[src/rtl/db_req_arb.sv]
// rtl/db_req_arb.sv - two-requester round-robin arbiter and in-order response router for db_top
module db_req_arb #(
  parameter int KEY_SIZE  = 96,
  parameter int FLAG_SIZE = 4,
  parameter int MAX_OUT   = 8,
  parameter int ISSUE_GAP = 2
) (
  input  logic                         clk,
  input  logic                         rst,
  input  logic [KEY_SIZE-1:0]          r0_key,
  input  logic [FLAG_SIZE-1:0]         r0_flag,
  input  logic                         r0_valid,
  output logic                         r0_ready,
  output logic                         r0_rsp_valid,
  output logic [FLAG_SIZE-1:0]         r0_rsp_flag,
  input  logic [KEY_SIZE-1:0]          r1_key,
  input  logic [FLAG_SIZE-1:0]         r1_flag,
  input  logic                         r1_valid,
  output logic                         r1_ready,
  output logic                         r1_rsp_valid,
  output logic [FLAG_SIZE-1:0]         r1_rsp_flag,
  output logic [KEY_SIZE-1:0]          db_key,
  output logic [FLAG_SIZE-1:0]         db_flag,
  output logic                         db_valid,
  input  logic                         db_out_valid,
  input  logic [FLAG_SIZE-1:0]         db_out_flag,
  output logic [$clog2(MAX_OUT):0]     outstanding,
  output logic                         err_orphan
);

  localparam int PW = $clog2(MAX_OUT);
  localparam int CW = PW + 1;
  localparam int GW = (ISSUE_GAP < 1) ? 1 : $clog2(ISSUE_GAP + 1);

  typedef enum logic {IDLE, GAP} state_t;

  state_t          state;
  logic [GW-1:0]   gap_cnt;
  logic            last_gnt;   // 1 means r1 was granted last, so r0 wins the next tie
  logic [PW-1:0]   wr_ptr;
  logic [PW-1:0]   rd_ptr;
  logic            tag_mem [MAX_OUT];
  logic            can_grant;
  logic            gnt0;
  logic            gnt1;
  logic            push;
  logic            pop;
  logic            head_tag;

  // Grant decision: only in IDLE with room in the tag FIFO, ties go to the requester not served last
  always_comb begin
    can_grant = (state == IDLE) && (outstanding < CW'(MAX_OUT));
    gnt0      = can_grant && r0_valid && (!r1_valid || last_gnt);
    gnt1      = can_grant && r1_valid && (!r0_valid || !last_gnt);
    push      = gnt0 || gnt1;
    pop       = db_out_valid && (outstanding != '0);
    head_tag  = tag_mem[rd_ptr];
  end

  assign r0_ready = gnt0;
  assign r1_ready = gnt1;

  // Issue-gap sequencer and round-robin pointer
  always_ff @(posedge clk) begin
    if (!rst) begin
      state    <= IDLE;
      gap_cnt  <= '0;
      last_gnt <= 1'b1;
    end else begin
      case (state)
        IDLE: begin
          if (push) begin
            last_gnt <= gnt1;
            if (ISSUE_GAP != 0) begin
              state   <= GAP;
              gap_cnt <= GW'(ISSUE_GAP);
            end
          end
        end
        GAP: begin
          gap_cnt <= gap_cnt - GW'(1);
          if (gap_cnt == GW'(1)) begin
            state <= IDLE;
          end
        end
        default: state <= IDLE;
      endcase
    end
  end

  // Register the granted request into a one-cycle engine strobe
  always_ff @(posedge clk) begin
    if (!rst) begin
      db_valid <= 1'b0;
      db_key   <= '0;
      db_flag  <= '0;
    end else begin
      db_valid <= push;
      if (push) begin
        db_key  <= gnt1 ? r1_key  : r0_key;
        db_flag <= gnt1 ? r1_flag : r0_flag;
      end
    end
  end

  // Tag storage: requester id of each issued request, oldest at rd_ptr
  always_ff @(posedge clk) begin
    if (push) begin
      tag_mem[wr_ptr] <= gnt1;
    end
  end

  // Tag FIFO pointers and in-flight count
  always_ff @(posedge clk) begin
    if (!rst) begin
      wr_ptr      <= '0;
      rd_ptr      <= '0;
      outstanding <= '0;
    end else begin
      if (push) begin
        wr_ptr <= wr_ptr + PW'(1);
      end
      if (pop) begin
        rd_ptr <= rd_ptr + PW'(1);
      end
      if (push && !pop) begin
        outstanding <= outstanding + CW'(1);
      end else if (pop && !push) begin
        outstanding <= outstanding - CW'(1);
      end
    end
  end

  // Route each engine response to the requester that owns the oldest tag
  always_ff @(posedge clk) begin
    if (!rst) begin
      r0_rsp_valid <= 1'b0;
      r1_rsp_valid <= 1'b0;
      r0_rsp_flag  <= '0;
      r1_rsp_flag  <= '0;
    end else begin
      r0_rsp_valid <= pop && !head_tag;
      r1_rsp_valid <= pop && head_tag;
      if (pop && !head_tag) begin
        r0_rsp_flag <= db_out_flag;
      end
      if (pop && head_tag) begin
        r1_rsp_flag <= db_out_flag;
      end
    end
  end

  // Sticky flag for engine responses that have no tag to match
  always_ff @(posedge clk) begin
    if (!rst) begin
      err_orphan <= 1'b0;
    end else if (db_out_valid && (outstanding == '0)) begin
      err_orphan <= 1'b1;
    end
  end

endmodule

[config.mk]
export PLATFORM = sky130hd
export DESIGN_NAME = db_req_arb
export DESIGN_NICKNAME = d
export VERILOG_FILES = /design/src/rtl/db_req_arb.sv
export SDC_FILE = /design/constraint.sdc
export NUM_CORES = 1
export LEC_CHECK = 0
export ABC_AREA = 1
export BUFFER_PORTS_ARGS = -buffer_cell sky130_fd_sc_hd__buf_2
export CAP_MARGIN = 40
export CORE_AREA = 2 2 127 129
export DETAILED_ROUTE_END_ITERATION = 6
export DIE_AREA = 0 0 129 131
export PLACE_DENSITY = 0.73
export SLEW_MARGIN = 15
export SYNTH_ARGS = -nofsm -noshare
export SYNTH_HDL_FRONTEND = slang
export SYNTH_SLANG_ARGS = --single-unit
[constraint.sdc]
create_clock -name clk -period 1.96 [get_ports clk]
set_input_delay 0.392 -clock clk [delete_from_list [all_inputs] [get_ports clk]]
set_output_delay 0.392 -clock clk [all_outputs]
set_load 0.01 [all_outputs]
=== Word-level counts from Yosys, hierarchy flattened ===
Memories as Yosys holds them, arrays and structs flattened. A register that Yosys moved wholly into a read port is not among the register bits.
Cells that the tools add are included.

* Bits in writable memories: 8
* Word-level logic and storage cells: 60
* Input bits: 209
* Memories kept: 1
* Output and inout bits: 118
* Flip-flop bits (word level): 126

* Muxes and demuxes: 12
* Reduce and logical (&&, ||, !) cells: 24
* $add $sub $neg: 5
* Bitwise logic cells: 1
* Eq/ne operators: 2
* Magnitude comparators: 1

{| class="wikitable"
|+ Memory list
! name !! words !! bits a word !! rd ports !! clocked after memory_dff !! write ports !! line !! source
|-
| tag_mem || 8 || 1 || 1 || 1 || 1 || 42 || <nowiki>logic tag_mem [MAX_OUT];</nowiki>
|}

{| class="wikitable"
|+ Operators with widths
! operator !! number
|-
| $mux 96 || 1
|-
| $mux 4 || 3
|-
| $logic_and 1x1->1 || 11
|-
| $add 3x1->3 const B || 2
|-
| $logic_not 1->1 || 6
|-
| $mux 3 || 2
|-
| $add 4x1->4 const B || 1
|-
| $logic_not 4->1 || 1
|-
| $lt 4x4->1 const B || 1
|-
| $pmux 2 s2 || 1
|-
| $reduce_bool 4->1 || 1
|-
| $sub 4x1->4 const B || 1
|-
| $logic_or 1x1->1 || 3
|-
| $mux 1 || 3
|-
| $eq 2x1->1 const B || 1
|-
| $mux 2 || 1
|-
| $ne 2x2->1 const B || 1
|-
| $pmux 1 s2 || 1
|-
| $reduce_and 2->1 || 1
|-
| $reduce_bool 2->1 || 1
|-
| $sub 2x1->2 const B || 1
|-
| $not 1->1 || 1
|}

=== Depth between registers and ports, before layout ===
* Depth after elaboration: 9
* Depth in mapped cells: 12

=== Worst setup path after synthesis ===
No wires, ideal clock.

* Kind: register to register
* Start: reg outstanding[3]
* End: reg outstanding[3]
* Data arrival time: 1.714 ns
* Clock period less this slack: 1.846 ns
* Path buffers: 0
* Slack: 0.114 ns
* Cell stages (with the launch flop): 12
* Data required time: 1.828 ns
* Cell sequence: dfxtp_1 nor2_4 nand3_2 nand2_4 ha_1 inv_1 ha_1 a21oi_1 nand2_1 xor2_1 nand2_1 a21oi_1

* Longest elaborated chain between the ends: 8

{| class="wikitable"
|+ RTL lines
! item !! line !! source
|-
| from (decl) || 27 || <nowiki>output logic [$clog2(MAX_OUT):0] outstanding,</nowiki>
|-
| from (signal assigned) || 127 || <nowiki>outstanding <= outstanding + CW'(1);</nowiki>
|-
| from (signal assigned) || 129 || <nowiki>outstanding <= outstanding - CW'(1);</nowiki>
|-
| $lt 4x4->1 * || 52 || <nowiki>can_grant = (state == IDLE) && (outstanding < CW'(MAX_OUT));</nowiki>
|-
| $logic_and 1x1->1 * || 52 ||
|-
| $logic_and 1x1->1, on equally long branches (2 in a row) || 53, 54 ||
|-
| $logic_or 1x1->1 * || 55 || <nowiki>push = gnt0 || gnt1;</nowiki>
|-
| via push || 46 || <nowiki>logic push;</nowiki>
|-
| $logic_not 1->1 || 128 || <nowiki>end else if (pop && !push) begin</nowiki>
|-
| $logic_and 1x1->1 || 128 ||
|-
| $reduce_bool 2->1 (no line) || -- ||
|}

Mark *: on every way through the listed nets, which the timed path passes. The rest lies on a longest branch. The select of a mux whose other input is x is not followed.
A chain may end at the register's enable or synchronous reset.

=== Worst setup path after layout ===
* Start: reg outstanding[3]
* End: out r1_ready

* Longest elaborated chain between the ends: 4

{| class="wikitable"
|+ RTL lines
! item !! line !! source
|-
| $lt 4x4->1 || 52 ||
|-
| $logic_and 1x1->1 || 52 ||
|-
| $logic_and 1x1->1 (2 in a row) || 54 || <nowiki>gnt1 = can_grant && r1_valid && (!r0_valid || !last_gnt);</nowiki>
|-
| to (decl) || 19 || <nowiki>output logic r1_ready,</nowiki>
|}

No other way between the ends.

==> impl_metrics.toml <==
[global_route]
overflow = 0
grt_pass1_vias = 5782
grt_pass1_wl_mm = 27.76
grt_antenna_before_repair = 0
grt_usage_pct = 20.64
grt_max_degree = 58

[setup_path]
endpoint_kind = "output pin"
setup.worst_path.start_class = "register"
critPathKind = "reg2out"
critPathMaxFanout = 12
critPathArrivalTime_ps = 1480
rr_startpoint = "outstanding[3]$_SDFFE_PN0P_"
reg2reg_depth = 12
crit_required_ps = 1570
timing.rr.end = "outstanding[3]$_SDFFE_PN0P_"
r2r_setup_slack_ps = 150

[cts]
max-clock-path-buffers = 2
cts_buffers = 17
root_buffer = "clkbuf_16"
insertion_delay_ps = 410
cts_tree = "done"
clkSinkCount = 137
clk_pin_slew_ps = 60
h-tree-depth = 4

[logic_synthesis]
syn-mean-instance-area_um2 = 7.160
synth_cell_types = 32
synth_edf_count = 8
async_flop_share_pct = 0
yosysSeqAreaShare_pct = 45.95
synth_top_family_by_area = "simple AND/OR/NAND/NOR gates"
synth_common_cells = "nor2_1, nand2_1, dfxtp_1"
syn_nets = 1074
synth-xor-area-share_pct = 0.4277
synth_ff_type = "dfxtp_1"
synth_mux_area_share_pct = 0
yosys-top-cells-area = "dfxtp_1, nor2_1, a21oi_1, nand2_1, o21ai_1"
yosysWarningCount = 0
synth_area_leader_cell = "dfxtp_1"
yosysMostFrequentCell = "nor2_1"
synthAdderAreaFrac_pct = 1.548
synth_compound_area_share_pct = 18.35
yosysTopAreaCellShare_pct = 42.04
synth_simple_gate_area_share_pct = 25.36
ys_ff_latch = 137
synthCells = 858
netlist_area_mm2 = 0.006143

[placement]
placed_area_mm2 = 0.007945
place_ws_ps = -0.4675
gp_congestion = 0.7774
dp_hpwl_mm = 13.49
io_buffers = 326
dp.cells = 1368

[floorplan]
fp.dieW_um = 129
ios = 327
num_rows = 46
start_util_pct = 39.39
die_y_um = 131
coreArea_mm2 = 0.01560
dieArea_mm2 = 0.01690

[final_layout]
insertedDiodeCount = 0
fillers = 1499
drive_gt1_share_pct = 34.32
fin_nets = 1390
syn2layout_area_growth_pct = 41.08
final_cells = 1402
final_area_mm2 = 0.008667

[drt]
routed_via_density = 4.672
wl_met1_mm = 7.749
top_layer = "met4"
dr.pass1.iters = 5
routedWlPerCell_um = 13.14
antenna_left = 0
wl_met3_mm = 1.340
via_count = 6550
drc = 0
drt_wl_total_mm = 18.43
met2WireLength_mm = 9.120
drtIter0Drc = 301

[power_and_ir_drop]
p_comb_share_pct = 35.1
switchingPower_mw = 3.710
power.density_mw_per_mm2 = 1244
ir_worst_vdd_v = 0.0005975
p_int_mw = 7.076
switching_share_pct = 34.40
power_frac_seq_pct = 34.3
p_leak_nw = 4.184
pwr-share-clk_pct = 30.6

[sta]
hold_viol_final = 0
slew_violations = 0
fin_ws_ps = 89.14
clock_skew_ps = 5.302
period_share_pct = 95.45
setup_violations = 0
post-route-min-period_ps = 1871
slew_headroom_pct = 74.25
timing.fmax_mhz = 534.5
max_slew.worst_pin.slew_ps = 386.2

[job]
cap_violations = 0

[run_status]
status = "finished, final reports clean"

[worst_hold_path]
min_to = "db_key[93]$_SDFFE_PN0P_"
whs_path_depth = 3
hold_path.class = "in2reg"
hp-start = "r0_key[93]"
-- worst max-delay path: stages (launching register included) --
cell      delay [ps]
dfxtp_2          340
nor2_4           130
nand3_4          110
buf_12           160
clkinv_4          70
buf_12           130
buf_2            130
-- flip-flops by register name (all words and copies together) (netlist names), named ones only --
signal / cells
db_key: 96
r0_rsp_valid: 1
rd_ptr: 3
r0_rsp_flag: 4
wr_ptr: 3
outstanding: 4
gap_cnt: 2
tag_mem: 8
last_gnt: 1
state: 1
r1_rsp_flag: 4
db_flag: 4
r1_rsp_valid: 1
err_orphan: 1
db_valid: 1
-- worst max path at each step --
stage / from / endpoint / slack, ps
floorplan: outstanding[3]$_SDFFE_PN0P_ / outstanding[3]$_SDFFE_PN0P_ / 110
global placement: r0_valid / outstanding[3]$_SDFFE_PN0P_ / 40
detailed placement: r0_valid / outstanding[2]$_SDFFE_PN0P_ / -0.5
CTS: state$_SDFF_PN0_ / outstanding[3]$_SDFFE_PN0P_ / 3
global route: outstanding[2]$_SDFFE_PN0P_ / outstanding[3]$_SDFFE_PN0P_ / -8
finish: outstanding[3]$_SDFFE_PN0P_ / r1_ready / 90
-- power groups by stage --
| stage | logic, mW | clock network, mW | registers, mW |
|---|---|---|---|
| after floorplan | 2.18 | 0 | 3.99 |
| after global placement | 3.62 | 0 | 3.73 |
| after detailed placement | 3.67 | 0 | 3.74 |
| after CTS | 3.74 | 3.38 | 3.69 |
| after global routing | 4.25 | 3.52 | 3.77 |
| final | 3.79 | 3.30 | 3.70 |
-- what timing repair did --
item,CTS,global route
endpoints found under the setup margin,1,3
pin swaps,1,2
gates cloned,1,0
resized for setup,7,7
hold buffers,0,0
setup buffers,1,1
-- kinds of logic (layout without fill, tap and decap cells) --
family,Yosys count,count (layout)
and+or+nand+nor,389,389
AOI/OAI and AO/OA,222,222
DFF,137,137
buffers and inverters,100,428
adders and majority gates,7,7
xor gates and xnor gates,3,3
-- per-layer routing --
layer	GRT usage, %	vias to the layer above
li1	-	3413
met1	25.29	2903
met2	35.36	219
met3	6.637	15
met4	5.179	0
met5	0	-
-- final cells by class --
type | instances | area (um2) | share of cell area, %
Timing Repair Buffer | 356 | 1957 | 22.58
Tap cell | 216 | 270.3 | 3.118
Inverter | 41 | 165.2 | 1.906
Sequential cell | 137 | 2824 | 32.58
Clock inverter | 11 | 145.1 | 1.675
Multi-Input combinational cell | 621 | 2839 | 32.76
Clock buffer | 20 | 466.7 | 5.385
-- through the flow --
step / hold WS, ps / setup TNS [ps] / utilization (%) / power (mW)
after floorplan: 432.9 / 0 / - / 6.174
after global placement: 440.5 / 0 / 50.94 / 7.350
after detailed placement: 442.0 / -0.4675 / 50.94 / 7.412
after CTS: 200.5 / 0 / 55.28 / 10.82
after global routing: 236.3 / -7.985 / 55.57 / 11.53
final: 221.7 / 0 / 55.57 / 10.79
-- cells in the final DEF (no fill, tap or decap), types with 2 or more instances in the layout --
master and instances:
clkinv_2 4, nand4_1 5, nand3_1 17, nor2_1 219
nor2_2 2, inv_6 2, dfxtp_1 128, o21ai_0 21
clkinvlp_4 3, clkinv_4 2, o211ai_1 6, clkbuf_8 3
buf_4 23, buf_12 6, ha_4 2, ha_1 4
a21oi_1 108, nand2_1 133, o21ai_1 86, nand3_4 2
bufinv_16 3, inv_1 36, buf_2 326, xor2_1 2
clkbuf_16 17, edfxtp_1 8, or2_2 6
Note: power is estimated with default switching activity, not from simulation.
